**config.mk**
```make
export PLATFORM = sky130hd
export DESIGN_NAME = speed_tick_decoder_flat
export DESIGN_NICKNAME = d
export VERILOG_FILES = /design/src/rtl/speed_tick_decoder_pkg.sv /design/src/rtl/speed_tick_decoder_if.sv /design/src/rtl/speed_period_classifier.sv /design/src/rtl/speed_tick_decoder.sv /design/src/flat_wrapper.sv
export SDC_FILE = /design/constraint.sdc
export NUM_CORES = 1
export LEC_CHECK = 0
export CORE_AREA = 4 4 110 112
export CTS_CLUSTER_SIZE = 8
export DETAILED_ROUTE_END_ITERATION = 12
export DIE_AREA = 0 0 114 116
export DONT_BUFFER_PORTS = 1
export PLACE_DENSITY = 0.64
export RECOVER_POWER = 50
export SKIP_LAST_GASP = 1
export SYNTH_ARGS = -nofsm -noshare
export SYNTH_HDL_FRONTEND = slang
export SYNTH_SLANG_ARGS = --single-unit
```
**constraint.sdc**
```tcl
create_clock -name clk -period 3.32 [get_ports clk]
set_clock_uncertainty 0.2 [all_clocks]
set_input_delay 0.166 -clock clk [delete_from_list [all_inputs] [get_ports clk]]
set_output_delay 0.166 -clock clk [all_outputs]
set_load 0.01 [all_outputs]
```
**src/rtl/speed_tick_decoder_pkg.sv**
```systemverilog
// Shared constants for the speed-select enable-pulse link: code encodings,
// nominal periods per code, tolerance/timeout defaults and decoder states.
package speed_tick_decoder_pkg;

  typedef enum logic [1:0] {
    SPD_00 = 2'b00,
    SPD_01 = 2'b01,
    SPD_10 = 2'b10,
    SPD_11 = 2'b11
  } spd_code_e;

  typedef enum logic [1:0] {
    ST_IDLE    = 2'd0,
    ST_MEASURE = 2'd1,
    ST_LOCKED  = 2'd2
  } state_e;

  localparam int unsigned DEF_CNT_W      = 27;
  localparam int unsigned DEF_P0         = 80000001;
  localparam int unsigned DEF_P1         = 40000001;
  localparam int unsigned DEF_P2         = 20000001;
  localparam int unsigned DEF_P3         = 10000001;
  localparam int unsigned DEF_TOL        = 16;
  localparam int unsigned DEF_LOCK_COUNT = 2;
  localparam int unsigned DEF_TIMEOUT    = 100000000;

endpackage

```
**src/rtl/speed_tick_decoder_if.sv**
```systemverilog
// Enable-pulse link: tick generator drives en_in, decoder returns code and status.
interface speed_tick_decoder_if
  import speed_tick_decoder_pkg::*;
#(
  parameter int unsigned CNT_W = DEF_CNT_W
) ();

  logic             en_in;
  logic [1:0]       spd_code;
  logic             locked;
  logic             period_err;
  logic             no_tick;
  logic [CNT_W-1:0] period_cnt;

  modport master (
    output en_in,
    input  spd_code, locked, period_err, no_tick, period_cnt
  );

  modport slave (
    input  en_in,
    output spd_code, locked, period_err, no_tick, period_cnt
  );

endinterface

```
**src/rtl/speed_period_classifier.sv**
```systemverilog
// Maps a measured period onto the speed code whose nominal period lies within
// +/- tolerance; the lowest matching code wins when windows overlap.
module speed_period_classifier
  import speed_tick_decoder_pkg::*;
#(
  parameter int unsigned CNT_W = DEF_CNT_W
) (
  input  logic [CNT_W-1:0] i_m,
  input  logic [CNT_W-1:0] i_p0,
  input  logic [CNT_W-1:0] i_p1,
  input  logic [CNT_W-1:0] i_p2,
  input  logic [CNT_W-1:0] i_p3,
  input  logic [CNT_W-1:0] i_tol,
  output logic             o_hit_c,
  output logic [1:0]       o_code_c
);

  localparam int unsigned EW = CNT_W + 1;

  logic [EW-1:0] w_p [4];
  logic [EW-1:0] w_m;
  logic [EW-1:0] w_tol;

  assign w_m   = EW'(i_m);
  assign w_tol = EW'(i_tol);
  assign w_p[0] = EW'(i_p0);
  assign w_p[1] = EW'(i_p1);
  assign w_p[2] = EW'(i_p2);
  assign w_p[3] = EW'(i_p3);

  // Window test rearranged as m+tol >= p so nothing is subtracted.
  always_comb begin
    o_hit_c  = 1'b0;
    o_code_c = 2'b00;
    for (int k = 3; k >= 0; k--) begin
      if ((w_m + w_tol >= w_p[k]) && (w_m <= w_p[k] + w_tol)) begin
        o_hit_c  = 1'b1;
        o_code_c = 2'(k);
      end
    end
  end

endmodule

```
**src/rtl/speed_tick_decoder.sv**
```systemverilog
// Recovers the DIP speed code from the enable-pulse stream by timing the
// interval between rising edges and requiring repeated agreement before lock.
module speed_tick_decoder
  import speed_tick_decoder_pkg::*;
#(
  parameter int unsigned CNT_W      = DEF_CNT_W,
  parameter int unsigned P0         = DEF_P0,
  parameter int unsigned P1         = DEF_P1,
  parameter int unsigned P2         = DEF_P2,
  parameter int unsigned P3         = DEF_P3,
  parameter int unsigned TOL        = DEF_TOL,
  parameter int unsigned LOCK_COUNT = DEF_LOCK_COUNT,
  parameter int unsigned TIMEOUT    = DEF_TIMEOUT
) (
  input logic                 clk,
  input logic                 rst,
  speed_tick_decoder_if.slave bus
);

  localparam int unsigned      RUN_W     = $clog2(LOCK_COUNT + 1);
  localparam logic [CNT_W-1:0] TIMEOUT_C = CNT_W'(TIMEOUT);

  state_e           r_state;
  logic             r_en_d;
  logic [CNT_W-1:0] r_cnt;
  logic [1:0]       r_cand;
  logic [RUN_W-1:0] r_run;
  logic [1:0]       r_spd_code;
  logic             r_locked;
  logic             r_period_err;
  logic             r_no_tick;
  logic [CNT_W-1:0] r_period_cnt;

  logic             w_tick;
  logic             w_hit;
  logic [1:0]       w_code;
  logic [RUN_W:0]   w_run_inc;
  logic             w_lock_ok;
  logic             w_timeout;

  assign w_tick    = bus.en_in & ~r_en_d;
  assign w_run_inc = {1'b0, r_run} + (RUN_W + 1)'(1);
  assign w_lock_ok = (32'(w_run_inc) >= LOCK_COUNT);
  assign w_timeout = (r_cnt == TIMEOUT_C);

  speed_period_classifier #(.CNT_W(CNT_W)) u_classifier (
    .i_m      (r_cnt),
    .i_p0     (CNT_W'(P0)),
    .i_p1     (CNT_W'(P1)),
    .i_p2     (CNT_W'(P2)),
    .i_p3     (CNT_W'(P3)),
    .i_tol    (CNT_W'(TOL)),
    .o_hit_c  (w_hit),
    .o_code_c (w_code)
  );

  always_ff @(posedge clk) begin
    if (rst) begin
      r_state      <= ST_IDLE;
      r_en_d       <= 1'b0;
      r_cnt        <= '0;
      r_cand       <= 2'b00;
      r_run        <= '0;
      r_spd_code   <= 2'b00;
      r_locked     <= 1'b0;
      r_period_err <= 1'b0;
      r_no_tick    <= 1'b0;
      r_period_cnt <= '0;
    end else begin
      r_en_d       <= bus.en_in;
      r_period_err <= 1'b0;

      // Period counter restarts on every tick and parks at the timeout value.
      if (w_tick) begin
        r_cnt     <= CNT_W'(1);
        r_no_tick <= 1'b0;
      end else if ((r_state != ST_IDLE) && !w_timeout) begin
        r_cnt <= r_cnt + CNT_W'(1);
      end

      if (w_tick && (r_state != ST_IDLE)) begin
        r_period_cnt <= r_cnt;
      end

      case (r_state)
        ST_IDLE: begin
          if (w_tick) begin
            r_state <= ST_MEASURE;
          end
        end

        ST_MEASURE: begin
          if (w_tick) begin
            if (!w_hit) begin
              r_period_err <= 1'b1;
              r_run        <= '0;
            end else if ((w_code == r_cand) && w_lock_ok) begin
              r_state    <= ST_LOCKED;
              r_spd_code <= w_code;
              r_locked   <= 1'b1;
            end else if (w_code == r_cand) begin
              r_run <= r_run + RUN_W'(1);
            end else begin
              r_cand <= w_code;
              r_run  <= RUN_W'(1);
            end
          end else if (w_timeout) begin
            r_state   <= ST_IDLE;
            r_no_tick <= 1'b1;
            r_locked  <= 1'b0;
            r_run     <= '0;
          end
        end

        ST_LOCKED: begin
          if (w_tick) begin
            // A different code restarts qualification with one vote already in hand.
            if (!(w_hit && (w_code == r_spd_code))) begin
              r_state      <= ST_MEASURE;
              r_period_err <= 1'b1;
              r_locked     <= 1'b0;
              if (w_hit) begin
                r_cand <= w_code;
                r_run  <= RUN_W'(1);
              end else begin
                r_run <= '0;
              end
            end
          end else if (w_timeout) begin
            r_state   <= ST_IDLE;
            r_no_tick <= 1'b1;
            r_locked  <= 1'b0;
            r_run     <= '0;
          end
        end

        default: begin
          r_state <= ST_IDLE;
        end
      endcase
    end
  end

  assign bus.spd_code   = r_spd_code;
  assign bus.locked     = r_locked;
  assign bus.period_err = r_period_err;
  assign bus.no_tick    = r_no_tick;
  assign bus.period_cnt = r_period_cnt;

endmodule

```
**src/flat_wrapper.sv**
```systemverilog
// flat-port wrapper written by rule: the top's interface ports become plain ports
module speed_tick_decoder_flat import speed_tick_decoder_pkg::*;
#(
  parameter int unsigned CNT_W      = DEF_CNT_W,
  parameter int unsigned P0         = DEF_P0,
  parameter int unsigned P1         = DEF_P1,
  parameter int unsigned P2         = DEF_P2,
  parameter int unsigned P3         = DEF_P3,
  parameter int unsigned TOL        = DEF_TOL,
  parameter int unsigned LOCK_COUNT = DEF_LOCK_COUNT,
  parameter int unsigned TIMEOUT    = DEF_TIMEOUT
)
  (clk, rst, bus_en_in, bus_spd_code, bus_locked, bus_period_err, bus_no_tick, bus_period_cnt);
  speed_tick_decoder_if #(.CNT_W(CNT_W)) bus_i ();
  input logic clk;
  input logic rst;
  input wire logic [$bits(bus_i.en_in)-1:0] bus_en_in;
  output wire logic [$bits(bus_i.spd_code)-1:0] bus_spd_code;
  output wire logic [$bits(bus_i.locked)-1:0] bus_locked;
  output wire logic [$bits(bus_i.period_err)-1:0] bus_period_err;
  output wire logic [$bits(bus_i.no_tick)-1:0] bus_no_tick;
  output wire logic [$bits(bus_i.period_cnt)-1:0] bus_period_cnt;
  assign bus_i.en_in = bus_en_in;
  assign bus_spd_code = bus_i.spd_code;
  assign bus_locked = bus_i.locked;
  assign bus_period_err = bus_i.period_err;
  assign bus_no_tick = bus_i.no_tick;
  assign bus_period_cnt = bus_i.period_cnt;
  speed_tick_decoder #(.CNT_W(CNT_W), .P0(P0), .P1(P1), .P2(P2), .P3(P3), .TOL(TOL), .LOCK_COUNT(LOCK_COUNT), .TIMEOUT(TIMEOUT)) u_core (.clk(clk), .rst(rst), .bus(bus_i));
endmodule
```
== Yosys cells after proc, flatten, opt, wreduce, memory -nomap -nowiden ==
Index checks and enable logic that the tools add are counted.
W data, S select, Z words.

* Input port bits: 3
* Bits in registers: 66
* Word-level logic and storage cells: 114

* Multiplexer cells: 51
* Magnitude comparators: 9
* Reduce and logical (&&, ||, !) cells: 20
* Eq/ne operators: 17
* Bitwise logic cells: 2
* Add/sub/neg operators: 4

{| class="wikitable"
|+ Operator list
! operator !! count
|-
| $mux W2 || 25
|-
| $add A27 B5 Y28 const B || 1
|-
| $ge A28 B24 Y1 const B || 1
|-
| $ge A28 B25 Y1 const B || 1
|-
| $ge A28 B26 Y1 const B || 1
|-
| $ge A28 B27 Y1 const B || 1
|-
| $add A27 B1 Y27 const B || 1
|-
| $eq A27 B27 Y1 const B || 1
|-
| $le A27 B24 Y1 const B || 1
|-
| $le A27 B25 Y1 const B || 1
|-
| $le A27 B26 Y1 const B || 1
|-
| $le A27 B27 Y1 const B || 1
|-
| $mux W1 || 21
|-
| $reduce_and A4 Y1 || 3
|-
| $ne A2 B1 Y1 const B || 5
|-
| $ne A3 B3 Y1 const B || 3
|-
| $logic_and A1 B1 Y1 || 8
|-
| $pmux W2 S2 || 2
|-
| $reduce_and A8 Y1 || 1
|-
| $ne A2 B2 Y1 const B || 3
|-
| $pmux W2 S3 || 1
|-
| $reduce_bool A2 Y1 || 3
|-
| $eq A2 B2 Y1 || 2
|-
| $ne A4 B4 Y1 const B || 1
|-
| 12 further kinds || 14
|}

== Depth between registers and ports, before layout ==
Gate-level depths: netlist of the first run.

* Word-level depth: 13
* Gate-level depth with buffers: 12
* Depth with buffers taken out: 12

== Cells and area by module ==
From an unflattened synthesis of the first run, not the netlist that was laid out.

* Cell total of the unflattened synthesis: 1,851
* Area total of the unflattened synthesis: 14,279.9 um^2

{| class="wikitable"
|+ By module, submodules not included
! module !! sequential area each (um^2) !! cells an instance !! times used !! area each (um^2)
|-
| speed_period_classifier || 0.0 || 1,498 || 1 || 11,314.6
|-
| speed_tick_decoder || 1,321.3 || 353 || 1 || 2,965.3
|}

== Least setup slack after synthesis of the first run ==
OpenSTA, ideal clock, no wires.

* Path type: register to register
* Start: register u_core.r_cnt[1]
* End: register u_core.r_run[0]
* Required time: 3.050 ns
* Stages on the path, launching flop included: 13
* Clock period less this slack: 3.287 ns
* Arrival: 3.017 ns
* Slack: 0.033 ns
* Cell sequence: dfxtp_1 inv_1 ha_1 nor4b_1 o31ai_1 a2111oi_0 o211ai_1 a22oi_1 o32ai_4 a41o_1 a21oi_1 or3b_1 o2bb2ai_1

* Word-level cells in the longest chain between the ends: 13
* Elaborated cells on any way between the ends: 38
* Those cells by class: add/sub (1); order compare (8); eq/ne (5); mux (17); reduce/logical (7)

{| class="wikitable"
|+ RTL lines
! item !! line !! source
|-
| start: declaration || speed_tick_decoder.sv:25 || <nowiki>logic [CNT_W-1:0] r_cnt;</nowiki>
|-
| start signal: assignment || speed_tick_decoder.sv:78 || <nowiki>r_cnt <= r_cnt + CNT_W'(1);</nowiki>
|-
| $add A27 B5 Y28 || speed_period_classifier.sv:36 || <nowiki>if ((w_m + w_tol >= w_p[k]) && (w_m <= w_p[k] + w_tol)) begin</nowiki>
|-
| $ge A28 B24 Y1 || speed_period_classifier.sv:36 ||
|-
| $logic_and A1 B1 Y1 || speed_period_classifier.sv:36 ||
|-
| $mux W2 (4 in a row) || speed_period_classifier.sv:36 ||
|-
| $eq A2 B2 Y1 || speed_tick_decoder.sv:97, speed_tick_decoder.sv:101 ||
|-
| $mux W2 || speed_tick_decoder.sv:101 || <nowiki>end else if (w_code == r_cand) begin</nowiki>
|-
| $mux W2 || speed_tick_decoder.sv:97 || <nowiki>end else if ((w_code == r_cand) && w_lock_ok) begin</nowiki>
|-
| $mux W2 || speed_tick_decoder.sv:94 || <nowiki>if (!w_hit) begin</nowiki>
|-
| $mux W2 || speed_tick_decoder.sv:93 || <nowiki>if (w_tick) begin</nowiki>
|-
| $pmux W2 S2 || speed_tick_decoder.sv:85 || <nowiki>case (r_state)</nowiki>
|-
| end signal: assignment || speed_tick_decoder.sv:102 || <nowiki>r_run <= r_run + RUN_W'(1);</nowiki>
|-
| end: declaration || speed_tick_decoder.sv:27 || <nowiki>logic [RUN_W-1:0] r_run;</nowiki>
|}

Parallel ways exist; a longest one is shown, timed or not. The select of a mux whose other input is x is not followed.
A chain may end at the register's enable or synchronous reset.

== Final worst setup path of the first run ==
* Start: register u_core.r_cnt[4]
* End: register u_core.r_locked (netlist: u_core.bus.locked)

* Word-level cells in the longest chain between the ends: 11
* Elaborated cells on any way between the ends: 34
* Those cells by class: add/sub (1); order compare (8); eq/ne (6); mux (12); reduce/logical (7)

{| class="wikitable"
|+ RTL lines
! item !! line !! source
|-
| $add A27 B5 Y28 || speed_period_classifier.sv:36 ||
|-
| $ge A28 B24 Y1 || speed_period_classifier.sv:36 ||
|-
| $logic_and A1 B1 Y1 || speed_period_classifier.sv:36 ||
|-
| $mux W2 (4 in a row) || speed_period_classifier.sv:36 ||
|-
| $eq A2 B2 Y1 (on tied branches) || speed_tick_decoder.sv:118, speed_tick_decoder.sv:97 ||
|-
| $logic_and A1 B1 Y1 (on tied branches) || speed_tick_decoder.sv:118, speed_tick_decoder.sv:97 ||
|-
| $ne A3 B3 Y1 (no source line) || -- ||
|-
| $reduce_and A4 Y1 (no source line) || -- ||
|-
| end signal: assignment || speed_tick_decoder.sv:110 || <nowiki>r_locked <= 1'b0;</nowiki>
|-
| end signal: assignment || speed_tick_decoder.sv:121 || <nowiki>r_locked <= 1'b0;</nowiki>
|-
| end signal: assignment || speed_tick_decoder.sv:132 || <nowiki>r_locked <= 1'b0;</nowiki>
|-
| end: declaration || speed_tick_decoder.sv:29 || <nowiki>logic r_locked;</nowiki>
|}

Parallel ways exist; a longest one is shown, timed or not.

==> summary.txt, run 1 <==
Outcome
  – Status: complete, but fails checks
  – Failing checks: setup timing

Timing
  – Final Hold Viols: 0
  – Final WS setup: -115.8 ps
  – Fin. max-slew vios: 0
  – Final setup viols: 5
  – Tmin final: 3436 ps
  – Fmax: 0.2911 GHz
  – Worst-Margin Slew: 1120 ps
  – RSZ-0062 raised after global routing: true
  – Crit share post-route: 103.5%
  – Worst relative slew slack: 25.13%
  – Final Hold Slack: 143.3 ps
  – Setup_tns: -369.0 ps

Clock network
  – Root buffer cell: clkbuf_16
  – CTS HTree Levels: 3
  – Clk_lat worst skew: 330 ps
  – # clock sinks: 66
  – CTS tree: built
  – TritonCTS Buffers: 9
  – Clk buf depth: 2
  – CTS clk-pin slew, worst paths: 60 ps

Logic synthesis
  – Cells after Synth: 587
  – Register area share after synthesis: 30.00%
  – Asr flop ratio synth: 0%
  – Mapped cell area: 0.004404 mm2
  – Post-Syn Nets: 599
  – Flop and latch count out of synthesis: 66
  – Post-synth top area share: 30.00%
  – Synth Flop Type: dfxtp_1
  – Post-synth cell types: 79
  – Yosys top cell by area: dfxtp_1
  – Post-Syn Area per Cell: 7.503 um2
  – Ranking of synthesized cells by area: dfxtp_1 30%, nand2_1 7.6%, nor2_1 5.0%
  – Number of warnings issued by yosys: 0
  – Post-synth EDFFs: 0

Min path
  – Worst hold path class: in2reg
  – Hold path startpoint: bus_en_in

Pwr
  – Peak supply drop: 0.3079 mV
  – Switch share: 28.15%
  – P_sw: 0.0005676 W
  – Internal power: 0.001449 W
  – Combinational Power Share: 16.3%
  – Reg power frac: 40.9%
  – Clk network pwr share: 42.8%
  – Pleak: 2.363 nW
  – Pwr dens: 324.1 mW/mm2

Route
  – Drt first pass iters: 5
  – DR iter-0 viols: 450
  – Vias: 4,856
  – Residual DRC: 0
  – Via/cell ratio: 5.809
  – DR WL/cell: 18.05 um
  – Final antenna-violating net count: 0
  – Final WL: 15,090 um

GRT
  – Overall Global Routing Usage: 22.02%
  – GRT met1 Usage: 29.85%
  – Largest net degree at the start of global routing: 39
  – Initial antenna violation count: 0
  – GR peak layer: met2
  – Global-route wire length before repair: 23,670 um
  – Met2 GRT Util: 37.59%
  – Grt met3 use: 2.977%
  – Vias in the first global route: 4,507
  – Gr ovfl total: 0

Critical path
  – Slowest cell on crit path: a311oi_2
  – Crit path cell chain: buf_6, buf_6, nor4bb_4, and3_4, nand4_1, a311oi_2, nand3_2, buf_6, o211ai_4, o31ai_4, o311ai_4, nand3_1, a32o_1
  – CP startpoint kind: flop
  – CP max FO: 5
  – Setup CP Type: reg2reg
  – CP peak stage delay: 420 ps
  – CP Launch Point: u_core.r_cnt[4]
  – CP required: 3340 ps
  – CP arrival: 3460 ps
  – Buf+Inv Stages, Crit Path: 3
  – Critical path capture point type: flop
  – Worst r2r src: u_core.r_cnt[4]
  – Kind of cell adding the most delay to the critical path: compound AO/OA/AOI/OAI gates
  – Most frequent CP cell: buf_6

Place
  – Placed Cells: 800
  – HPWL after DPL: 10,900 um
  – RD Place Congestion: 0.9531
  – Worst slack at placement: -424.8 ps
  – Port bufs: 0

Finish
  – Share of layout cells above drive strength 1: 35.93%
  – N_diodes: 0
  – # nets final: 700
  – Post-route insts no fill: 836
  – Fill cells: 1,053
  – Post-layout util: 55.43%
  – Synth-to-Final Area Change: 41.25%

Floorplan
  – Core area: 0.01122 mm2
  – Row cnt: 39
  – Initial core utilization: 39.24%
  – Die ar.: 0.01322 mm2
  – Die Y: 116 um
  – Chip Width: 114 um
  – Ports: 35

Flow run
  – Max Cap Viol: 0
-- power groups by stage --
stage	registers, W	logic [W]	clock network [W]
floorplan	0.000839	0.000177	0
global placement	0.000839	0.000247	0
detailed placement	0.000840	0.000260	0
CTS	0.000823	0.000296	0.000881
global route	0.000825	0.000357	0.000921
finish	0.000824	0.000329	0.000863
-- sequential cells by signal (all words and copies together) (netlist names) --
register,cells
u_core.r_run,2
u_core.r_cand,2
u_core.bus.period_cnt,27
u_core.bus.no_tick,1
u_core.bus.period_err,1
u_core.r_state,2
u_core.r_cnt,27
u_core.bus.locked,1
u_core.bus.spd_code,2
u_core.r_en_d,1
-- path summary, 6_finish.rpt --
check / end / cells past startpoint / slack [ps]
max: u_core.bus.locked / 13 / -120
min reg2reg: u_core.r_run[1] / 1 / 300
min: u_core.r_state[1] / 3 / 140
max reg2reg: u_core.bus.locked / 13 / -120
-- stage by stage --
step,cell area (um2),power (W)
final,6221,0.002016
after global routing,6221,0.002103
after CTS,5959,0.002000
after detailed placement,5291,0.001100
after global placement,5291,0.001086
after floorplan,4404,0.001016
-- cell type report --
cell class | count | area, um2 | area share (%)
Multi-Input combinational cell | 450 | 3198 | 51.41
Sequential cell | 66 | 1348 | 21.66
Timing Repair Buffer | 145 | 1164 | 18.70
Clock buffer | 10 | 229.0 | 3.681
Tap cell | 143 | 178.9 | 2.876
Inverter | 16 | 60.06 | 0.9654
Clock inverter | 6 | 43.79 | 0.7039
-- cell usage after synthesis (4+ instances only) --
| cell | number |
|---|---|
| a31oi_1 | 5 |
| dfxtp_1 | 66 |
| a211oi_1 | 8 |
| a21oi_1 | 42 |
| o21ai_0 | 17 |
| inv_1 | 16 |
| buf_2 | 6 |
| nor2_1 | 59 |
| and3_1 | 7 |
| ha_1 | 9 |
| nor4_1 | 14 |
| xor2_1 | 15 |
| and4_1 | 7 |
| nand2b_1 | 4 |
| buf_4 | 5 |
| clkbuf_1 | 39 |
| nor3_1 | 15 |
| xnor2_1 | 11 |
| or3_1 | 5 |
| or4_1 | 4 |
| nand2_1 | 89 |
| o211ai_1 | 8 |
| nand3_1 | 24 |
| nand4_1 | 19 |
| nor2b_1 | 6 |
-- cells in the final DEF, fill, tap and decap left out, drive strengths merged, types with 3 or more instances in the layout --
master / instances
a211oi: 8
xnor2: 11
nor3: 16
nand3b: 3
buf: 143
o2111ai: 4
o311ai: 5
and3: 7
xor2: 15
o21ai: 18
a311oi: 3
a211o: 3
nor4: 15
or2: 3
a41oi: 3
dfxtp: 66
and4: 8
nor2: 60
o211ai: 9
a31oi: 5
or4: 4
o31ai: 4
a21oi: 43
a22oi: 3
nand4: 21
clkbuf: 10
nor4bb: 3
ha: 9
nand2b: 4
or3: 7
inv: 16
nor2b: 6
clkinvlp: 4
nand3: 24
nand2: 89
and2: 3
-- worst reg2reg max path, stage by stage (launching register included) --
cell	delay (ps)
dfxtp_4	370
buf_6	110
buf_6	100
nor4bb_4	300
and3_4	230
nand4_1	130
a311oi_2	420
nand3_2	170
buf_6	160
o211ai_4	210
o31ai_4	140
o311ai_4	380
nand3_1	130
a32o_1	280
-- kinds of logic (layout without fill, tap and decap cells) --
kind of cell             Yosys count  after routing  share of synthesized area, %
AO/OA/AOI/OAI                    131            131                         21.79
XOR/XNOR                          26             26                         5.170
flip-flops                        66             66                         30.00
buffers and inverters             71            177                         6.875
adder cells (fa/ha/maj)            9              9                         2.557
multiplexers                       4              4                        0.9659
AND/OR/NAND/NOR                  280            280                         32.64
-- per-layer routing --
layer  wire [um]  vias up
met1        6700     2339
met4         191        0
li1            -     2330
met5           0        -
met3         761       22
met2        7438      165
-- timing repair --
action,CTS,global route
gates resized for setup,58,49
hold buffers,3,0
hold endpoints to repair,38,0
buffers inserted,9,8
endpoints found under the setup margin,10,13
pin swaps,24,47
No activity file was read; power rests on OpenSTA's default activity.
==> inputs of run 2 (changes only) <==
--- a/config.mk
+++ b/config.mk
@@ -12,6 +12,7 @@
 export DONT_BUFFER_PORTS = 1
 export PLACE_DENSITY = 0.64
 export RECOVER_POWER = 50
+export REMOVE_ABC_BUFFERS = 1
 export SKIP_LAST_GASP = 1
 export SYNTH_ARGS = -nofsm -noshare
 export SYNTH_HDL_FRONTEND = slang
==> run 2 against run 1 <==
  * Utilization shrank 1.1 points
  * Combinational power up 12%
  * Die area did not move
  * Sequential cell count did not move
  * Count of clock-buffer cells in the layout unchanged
  * Maximum frequency grew 0.72%
  * Clock power grew 13%
  * The run still ends with setup timing left
  * Total power increased by 7.6%
  * Global-route usage grew 0.48 points
  * Register-to-register slack better by 20 ps
  * Routed wire length fell by 1.6%
==> summary.txt, run 2 (same netlist as run 1, synthesis figures left out) <==
GRT
  – Largest net degree at the start of global routing: 39 (unchanged)
  – Initial antenna violation count: 0 (unchanged)
  – Overall Global Routing Usage: 22.50% (was 22.02%)
  – Global-route wire length before repair: 23,800 um (was 23,670 um)
  – Vias in the first global route: 4,595 (was 4,507)
  – Gr ovfl total: 0 (unchanged)

Floorplan
  – Initial core utilization: 39.24% (unchanged)
  – Chip Width: 114 um (unchanged)
  – Core area: 0.01122 mm2 (unchanged)
  – Die ar.: 0.01322 mm2 (unchanged)
  – Row cnt: 39 (unchanged)
  – Die Y: 116 um (unchanged)
  – Ports: 35 (unchanged)

Route
  – Residual DRC: 0 (unchanged)
  – Final antenna-violating net count: 0 (unchanged)
  – Vias: 4,782 (was 4,856)
  – DR iter-0 viols: 372 (was 450)
  – Final WL: 14,850 um (was 15,090 um)
  – Drt first pass iters: 6 (was 5)
  – Via/cell ratio: 5.867 (was 5.809)
  – DR WL/cell: 18.22 um (was 18.05 um)

Place
  – Port bufs: 0 (unchanged)
  – RD Place Congestion: 0.9517 (was 0.9531)
  – HPWL after DPL: 10,410 um (was 10,900 um)
  – Worst slack at placement: -365.4 ps (was -424.8 ps)

Pwr
  – Pleak: 2.295 nW (was 2.363 nW)
  – Peak supply drop: 0.4298 mV (was 0.3079 mV)
  – Pwr dens: 355.8 mW/mm2 (was 324.1 mW/mm2)

Critical path
  – Kind of cell adding the most delay to the critical path: compound AO/OA/AOI/OAI gates (unchanged)
  – CP peak stage delay: 400 ps (was 420 ps)
  – Crit path cell chain: buf_6, o41ai_4, buf_4, and3_4, o2111ai_4, a311oi_2, nand3_2, buf_6, o211ai_4, o31ai_4, o311ai_4, nand3_1, a32o_1 (was buf_6, buf_6, nor4bb_4, and3_4, nand4_1, a311oi_2, nand3_2, buf_6, o211ai_4, o31ai_4, o311ai_4, nand3_1, a32o_1)
  – CP required: 3350 ps (was 3340 ps)
  – CP startpoint kind: flop (unchanged)
  – Setup CP Type: reg2reg (unchanged)
  – CP max FO: 6 (was 5)
  – Buf+Inv Stages, Crit Path: 3 (unchanged)
  – Slowest cell on crit path: o311ai_4 (was a311oi_2)
  – CP arrival: 3440 ps (was 3460 ps)
  – Most frequent CP cell: buf_6 (unchanged)
  – Critical path capture point type: flop (unchanged)

Timing
  – RSZ-0062 raised after global routing: true (unchanged)
  – Final Hold Viols: 0 (unchanged)
  – Tmin final: 3411 ps (was 3436 ps)
  – Final WS setup: -91.26 ps (was -115.8 ps)
  – Final setup viols: 7 (was 5)
  – Worst-Margin Slew: 1138 ps (was 1120 ps)
  – Worst relative slew slack: 23.96% (was 25.13%)
  – Crit share post-route: 102.7% (was 103.5%)
  – Fmax: 0.2931 GHz (was 0.2911 GHz)
  – Fin. max-slew vios: 0 (unchanged)
  – Final Hold Slack: 147.2 ps (was 143.3 ps)

Min path
  – Worst hold path class: in2reg (unchanged)

Finish
  – Footprint of the multi-input gates: 0.003216 mm2 (was 0.003198 mm2)
  – Fill cells: 1,036 (was 1,053)
  – Commonest cells after routing, fill and taps aside: 111 x buf_4, 86 x nand2_1, 57 x nor2_1 (was 129 x buf_4, 88 x nand2_1, 55 x nor2_1)
  – # nets final: 679 (was 700)
  – Commonest non-fill, non-tap cell in the layout: buf_4 (unchanged)
  – Share of layout cells above drive strength 1: 32.44% (was 35.93%)
  – N_diodes: 0 (unchanged)
  – Synth-to-Final Area Change: 38.47% (was 41.25%)
  – Register area: 0.001344 mm2 (was 0.001348 mm2)

Clock network
  – # clock sinks: 66 (unchanged)
  – CTS HTree Levels: 3 (unchanged)
  – Clk buf depth: 2 (unchanged)
  – TritonCTS Buffers: 9 (unchanged)
  – Clk_lat worst skew: 340 ps (was 330 ps)
  – CTS tree: built (unchanged)
  – CTS clk-pin slew, worst paths: 60 ps (about the same)
  – Root buffer cell: clkbuf_16 (unchanged)

Outcome
  – Status: complete, but fails checks (unchanged)
  – Failing checks: setup timing (unchanged)

Flow run
  – Max Cap Viol: 0 (unchanged)
==> run 2: cell count changes in the layout (fill, tap and decap cells not counted), sizes merged <==
cell / previous run / this run
bufinv: 0 / 1
clkinv: 2 / 3
clkinvlp: 4 / 1
dlygate4sd3: 2 / 3
inv: 16 / 17
buf: 143 / 121
==> run 2: area by class of cell <==
type / instances / area share [%]
clock buffer: 10 / 3.919
clock inverter: 6 / 1.067
inverter: 16 / 1.026
multi-input combinational: 450 / 52.73
sequential: 66 / 22.04
tap: 143 / 2.934
timing repair buffer: 124 / 16.29
==> run 2: final timing paths <==
check                  start           endpoint  slack [ps]  cells past startpoint
max          u_core.r_cnt[1]  u_core.bus.locked         -90                     13
min                bus_en_in  u_core.r_state[1]         150                      3
max reg2reg  u_core.r_cnt[1]  u_core.bus.locked         -90                     13
min reg2reg  u_core.r_run[1]    u_core.r_run[1]         270                      1
==> run 2: routing by layer <==
layer	part of all wire, %	wire length (um)	up-vias	global-route usage [%]
li1	-	-	2281	-
met1	44	6507	2287	29.37
met2	49	7315	196	37.55
met3	5.7	853	18	4.856
met4	1.2	177	0	6.413
met5	0	0	-	0
==> run 2: worst min-delay path: cells and delay by family <==
kind             cells  cell delay (ps)
and+or+nand+nor      3              460
==> run 2: where the power goes <==
part / switching [W] / internal [W]
sequential: 0.0000193 / 0.000808
clock: 0.000372 / 0.000602
combinational: 0.000205 / 0.000163
total: 0.000596 / 0.00157
==> run 2: per-stage QoR <==
step	std cells	total power [W]	setup TNS, ps	utilization (%)	area (um2)
finish	815	0.002170	-429.5	54.34	6098
global route	815	0.002259	-1756	54.34	6098
CTS	804	0.002130	-12.88	51.76	5809
detailed placement	778	0.001106	-2263	45.56	5114
global placement	778	0.001093	-1275	45.56	5114
floorplan	532	0.001004	-1116	-	4161
==> run 2: timing repair <==
action,4_1_cts,5_1_grt
pin swaps,32,31
hold buffers,4,0
gates cloned,0,0
buffers inserted,6,14
setup endpoints to repair,10,15
hold endpoints to repair,38,0
gates resized for setup,65,40
==> inputs of run 3 (changes only) <==
--- a/config.mk
+++ b/config.mk
@@ -6,6 +6,7 @@
 export NUM_CORES = 1
 export LEC_CHECK = 0
 export CORE_AREA = 4 4 110 112
+export CTS_BUF_LIST = sky130_fd_sc_hd__clkbuf_4 sky130_fd_sc_hd__clkbuf_8
 export CTS_CLUSTER_SIZE = 8
 export DETAILED_ROUTE_END_ITERATION = 12
 export DIE_AREA = 0 0 114 116
==> run 3 against run 2 <==
  * The flow still finishes with violations (setup timing)
  * Total power down 13%
  * Clock power down 27%
  * Final area fell by 2.5%
  * Sequential cell count did not move
  * Maximum frequency increased by 0.14%
  * Worst setup slack better by 4.8 ps
  * Register-to-register slack about the same
  * Routed wire length shrank 1.1%
  * Sequential share of layout area is 0.49 points higher
  * Critical endpoint is now u_core.r_run[0]
  * Largest cell class unchanged
  * Largest power group is now sequential cells
==> summary.txt, run 3 (same netlist as run 1, synthesis figures left out) <==
Route
  – Vias: 4,762 (was 4,782)
  – DR WL/cell: 18.14 um (was 18.22 um)
  – DR iter-0 viols: 323 (was 372)
  – Drt first pass iters: 5 (was 6)
  – Via/cell ratio: 5.879 (was 5.867)
  – Final antenna-violating net count: 0 (unchanged)
  – Residual DRC: 0 (unchanged)
  – Final WL: 14,690 um (was 14,850 um)

Critical path
  – CP arrival: 3500 ps (was 3440 ps)
  – CP startpoint kind: flop (unchanged)
  – CP Launch Point: u_core.r_cnt[1] (unchanged)
  – Critical path capture point type: flop (unchanged)
  – CP peak stage delay: 420 ps (was 400 ps)
  – Worst r2r src: u_core.r_cnt[1] (unchanged)
  – Flop-to-flop setup slack: -90 ps (about the same)
  – Slowest cell on crit path: or3b_4 (was o311ai_4)
  – Worst r2r dst: u_core.r_run[0] (was u_core.bus.locked)
  – Kind of cell adding the most delay to the critical path: compound AO/OA/AOI/OAI gates (unchanged)
  – Worst Reg-to-Reg Cells: 15 (was 13)
  – CP required: 3410 ps (was 3350 ps)
  – Most frequent CP cell: buf_4 (was buf_6)
  – Crit path cell chain: inv_4, ha_4, nor4b_4, buf_4, buf_6, o31ai_4, a2111oi_4, o211ai_1, buf_4, a22oi_2, o32ai_4, a41o_1, a21oi_2, or3b_4, o2bb2ai_2 (was buf_6, o41ai_4, buf_4, and3_4, o2111ai_4, a311oi_2, nand3_2, buf_6, o211ai_4, o31ai_4, o311ai_4, nand3_1, a32o_1)
  – Buf+Inv Stages, Crit Path: 4 (was 3)
  – CP max FO: 3 (was 6)
  – Setup CP Type: reg2reg (unchanged)

Clock network
  – CTS HTree Levels: 3 (unchanged)
  – CTS tree: built (unchanged)
  – Root buffer cell: clkbuf_8 (was clkbuf_16)
  – TritonCTS Buffers: 9 (unchanged)
  – Clk_lat worst skew: 360 ps (was 340 ps)
  – # clock sinks: 66 (unchanged)
  – Clk buf depth: 2 (unchanged)
  – CTS clk-pin slew, worst paths: 80 ps (was 60 ps)

Timing
  – Fmax: 0.2936 GHz (was 0.2931 GHz)
  – Final WS setup: -86.43 ps (was -91.26 ps)
  – Final Hold Slack: 130.8 ps (was 147.2 ps)
  – Worst relative slew slack: 25.05% (was 23.96%)
  – Final Hold Viols: 0 (unchanged)
  – Fin. max-slew vios: 0 (unchanged)
  – Tmin final: 3406 ps (was 3411 ps)
  – Worst-Margin Slew: 1122 ps (was 1138 ps)
  – Crit share post-route: 102.6% (was 102.7%)
  – RSZ-0062 raised after global routing: true (unchanged)
  – Final setup viols: 5 (was 7)

Pwr
  – Clk network pwr share: 37.7% (was 44.9%)
  – Internal power: 0.001323 W (was 0.001574 W)
  – Peak supply drop: 0.2931 mV (was 0.4298 mV)
  – Pwr dens: 316.9 mW/mm2 (was 355.8 mW/mm2)
  – P_sw: 0.0005603 W (was 0.0005960 W)
  – Combinational Power Share: 18.3% (was 17.0%)
  – Pleak: 2.212 nW (was 2.295 nW)
  – Switch share: 29.75% (was 27.47%)
  – Reg power frac: 44.1% (was 38.2%)

Floorplan
  – Row cnt: 39 (unchanged)
  – Die Y: 116 um (unchanged)
  – Die ar.: 0.01322 mm2 (unchanged)
  – Core area: 0.01122 mm2 (unchanged)
  – Ports: 35 (unchanged)
  – Initial core utilization: 39.24% (unchanged)
  – Chip Width: 114 um (unchanged)

Flow run
  – Max Cap Viol: 0 (unchanged)

Finish
  – Share of layout cells above drive strength 1: 32.38% (was 32.44%)
  – Commonest non-fill, non-tap cell in the layout: buf_4 (unchanged)
  – Post-layout util: 52.95% (was 54.34%)
  – # nets final: 674 (was 679)
  – Synth-to-Final Area Change: 34.94% (was 38.47%)
  – N_diodes: 0 (unchanged)
  – Commonest cells after routing, fill and taps aside: 108 x buf_4, 85 x nand2_1, 57 x nor2_1 (was 111 x buf_4, 86 x nand2_1, 57 x nor2_1)

GRT
  – Initial antenna violation count: 0 (unchanged)
  – Overall Global Routing Usage: 22.17% (was 22.50%)
  – Global-route wire length before repair: 23,580 um (was 23,800 um)
  – Gr ovfl total: 0 (unchanged)
  – Largest net degree at the start of global routing: 39 (unchanged)
  – Vias in the first global route: 4,603 (was 4,595)

Min path
  – Hold EP: u_core.r_state[1] (unchanged)
  – Worst hold path class: in2reg (unchanged)
  – Hold path startpoint: bus_en_in (unchanged)
  – Hold depth: 3 (unchanged)

Outcome
  – Status: complete, but fails checks (unchanged)
  – Failing checks: setup timing (unchanged)

Place
  – HPWL after DPL: 10,410 um (unchanged)
  – RD Place Congestion: 0.9517 (unchanged)
  – Port bufs: 0 (unchanged)
  – Worst slack at placement: -365.4 ps (unchanged)
## run 3: changes by cell type in the layout (fill, tap and decap cells not counted), sizes merged
cell and change:
buf -5
## run 3: worst max path at each step
stage	endpoint	slack, ps	cells after the start
2_1_floorplan	u_core.r_run[0]	-220	10
3_3_place_gp	u_core.r_run[0]	-230	15
3_5_place_dp	u_core.r_run[0]	-370	14
4_1_cts	u_core.r_run[0]	-5	11
5_1_grt	u_core.bus.locked	-260	15
6_report	u_core.r_run[0]	-90	15
## run 3: power groups by stage
stage / logic, W / registers (W) / clock network, W
3_3_place_gp: 0.000254 / 0.000839 / 0
6_report: 0.000344 / 0.000830 / 0.000710
5_1_grt: 0.000371 / 0.000831 / 0.000759
2_1_floorplan: 0.000165 / 0.000839 / 0
3_5_place_dp: 0.000266 / 0.000840 / 0
4_1_cts: 0.000312 / 0.000825 / 0.000722
## run 3: tightest hold or removal path, cell delays in order
cell	delay, ps
nor2b_1	260
nand4_1	140
nand3_1	70
## run 3: layout make-up
class                           instances  area, um2
Clock inverter                          6      65.06
Sequential cell                        66       1339
Timing Repair Buffer                  119      939.7
Tap cell                              143      178.9
Fill cell                            1051       5280
Inverter                               16      65.06
Clock buffer                           10      137.6
Multi-Input combinational cell        450       3218
## run 3: routing by layer
layer | GRT usage [%] | wire (um)
met5 | 0 | 0
met4 | 7.363 | 197
met3 | 3.812 | 859
met2 | 37.55 | 7114
met1 | 28.66 | 6522
## run 3: what timing repair did
action | CTS | global route
gates resized for setup | 58 | 44
hold endpoints to repair | 38 | 0
pin swaps | 30 | 34
hold buffers | 4 | 0
setup buffers | 5 | 10
setup endpoints to repair | 10 | 15
## run 3: metrics by stage
stage / power, W / cell area [um2] / std cells / TNS [ps]
6_report: 0.001883 / 5943 / 810 / -334.7
5_1_grt: 0.001961 / 5943 / 810 / -1656
4_1_cts: 0.001860 / 5677 / 803 / -7.048
3_5_place_dp: 0.001106 / 5114 / 778 / -2263
3_3_place_gp: 0.001093 / 5114 / 778 / -1275
2_1_floorplan: 0.001004 / 4161 / 532 / -1116
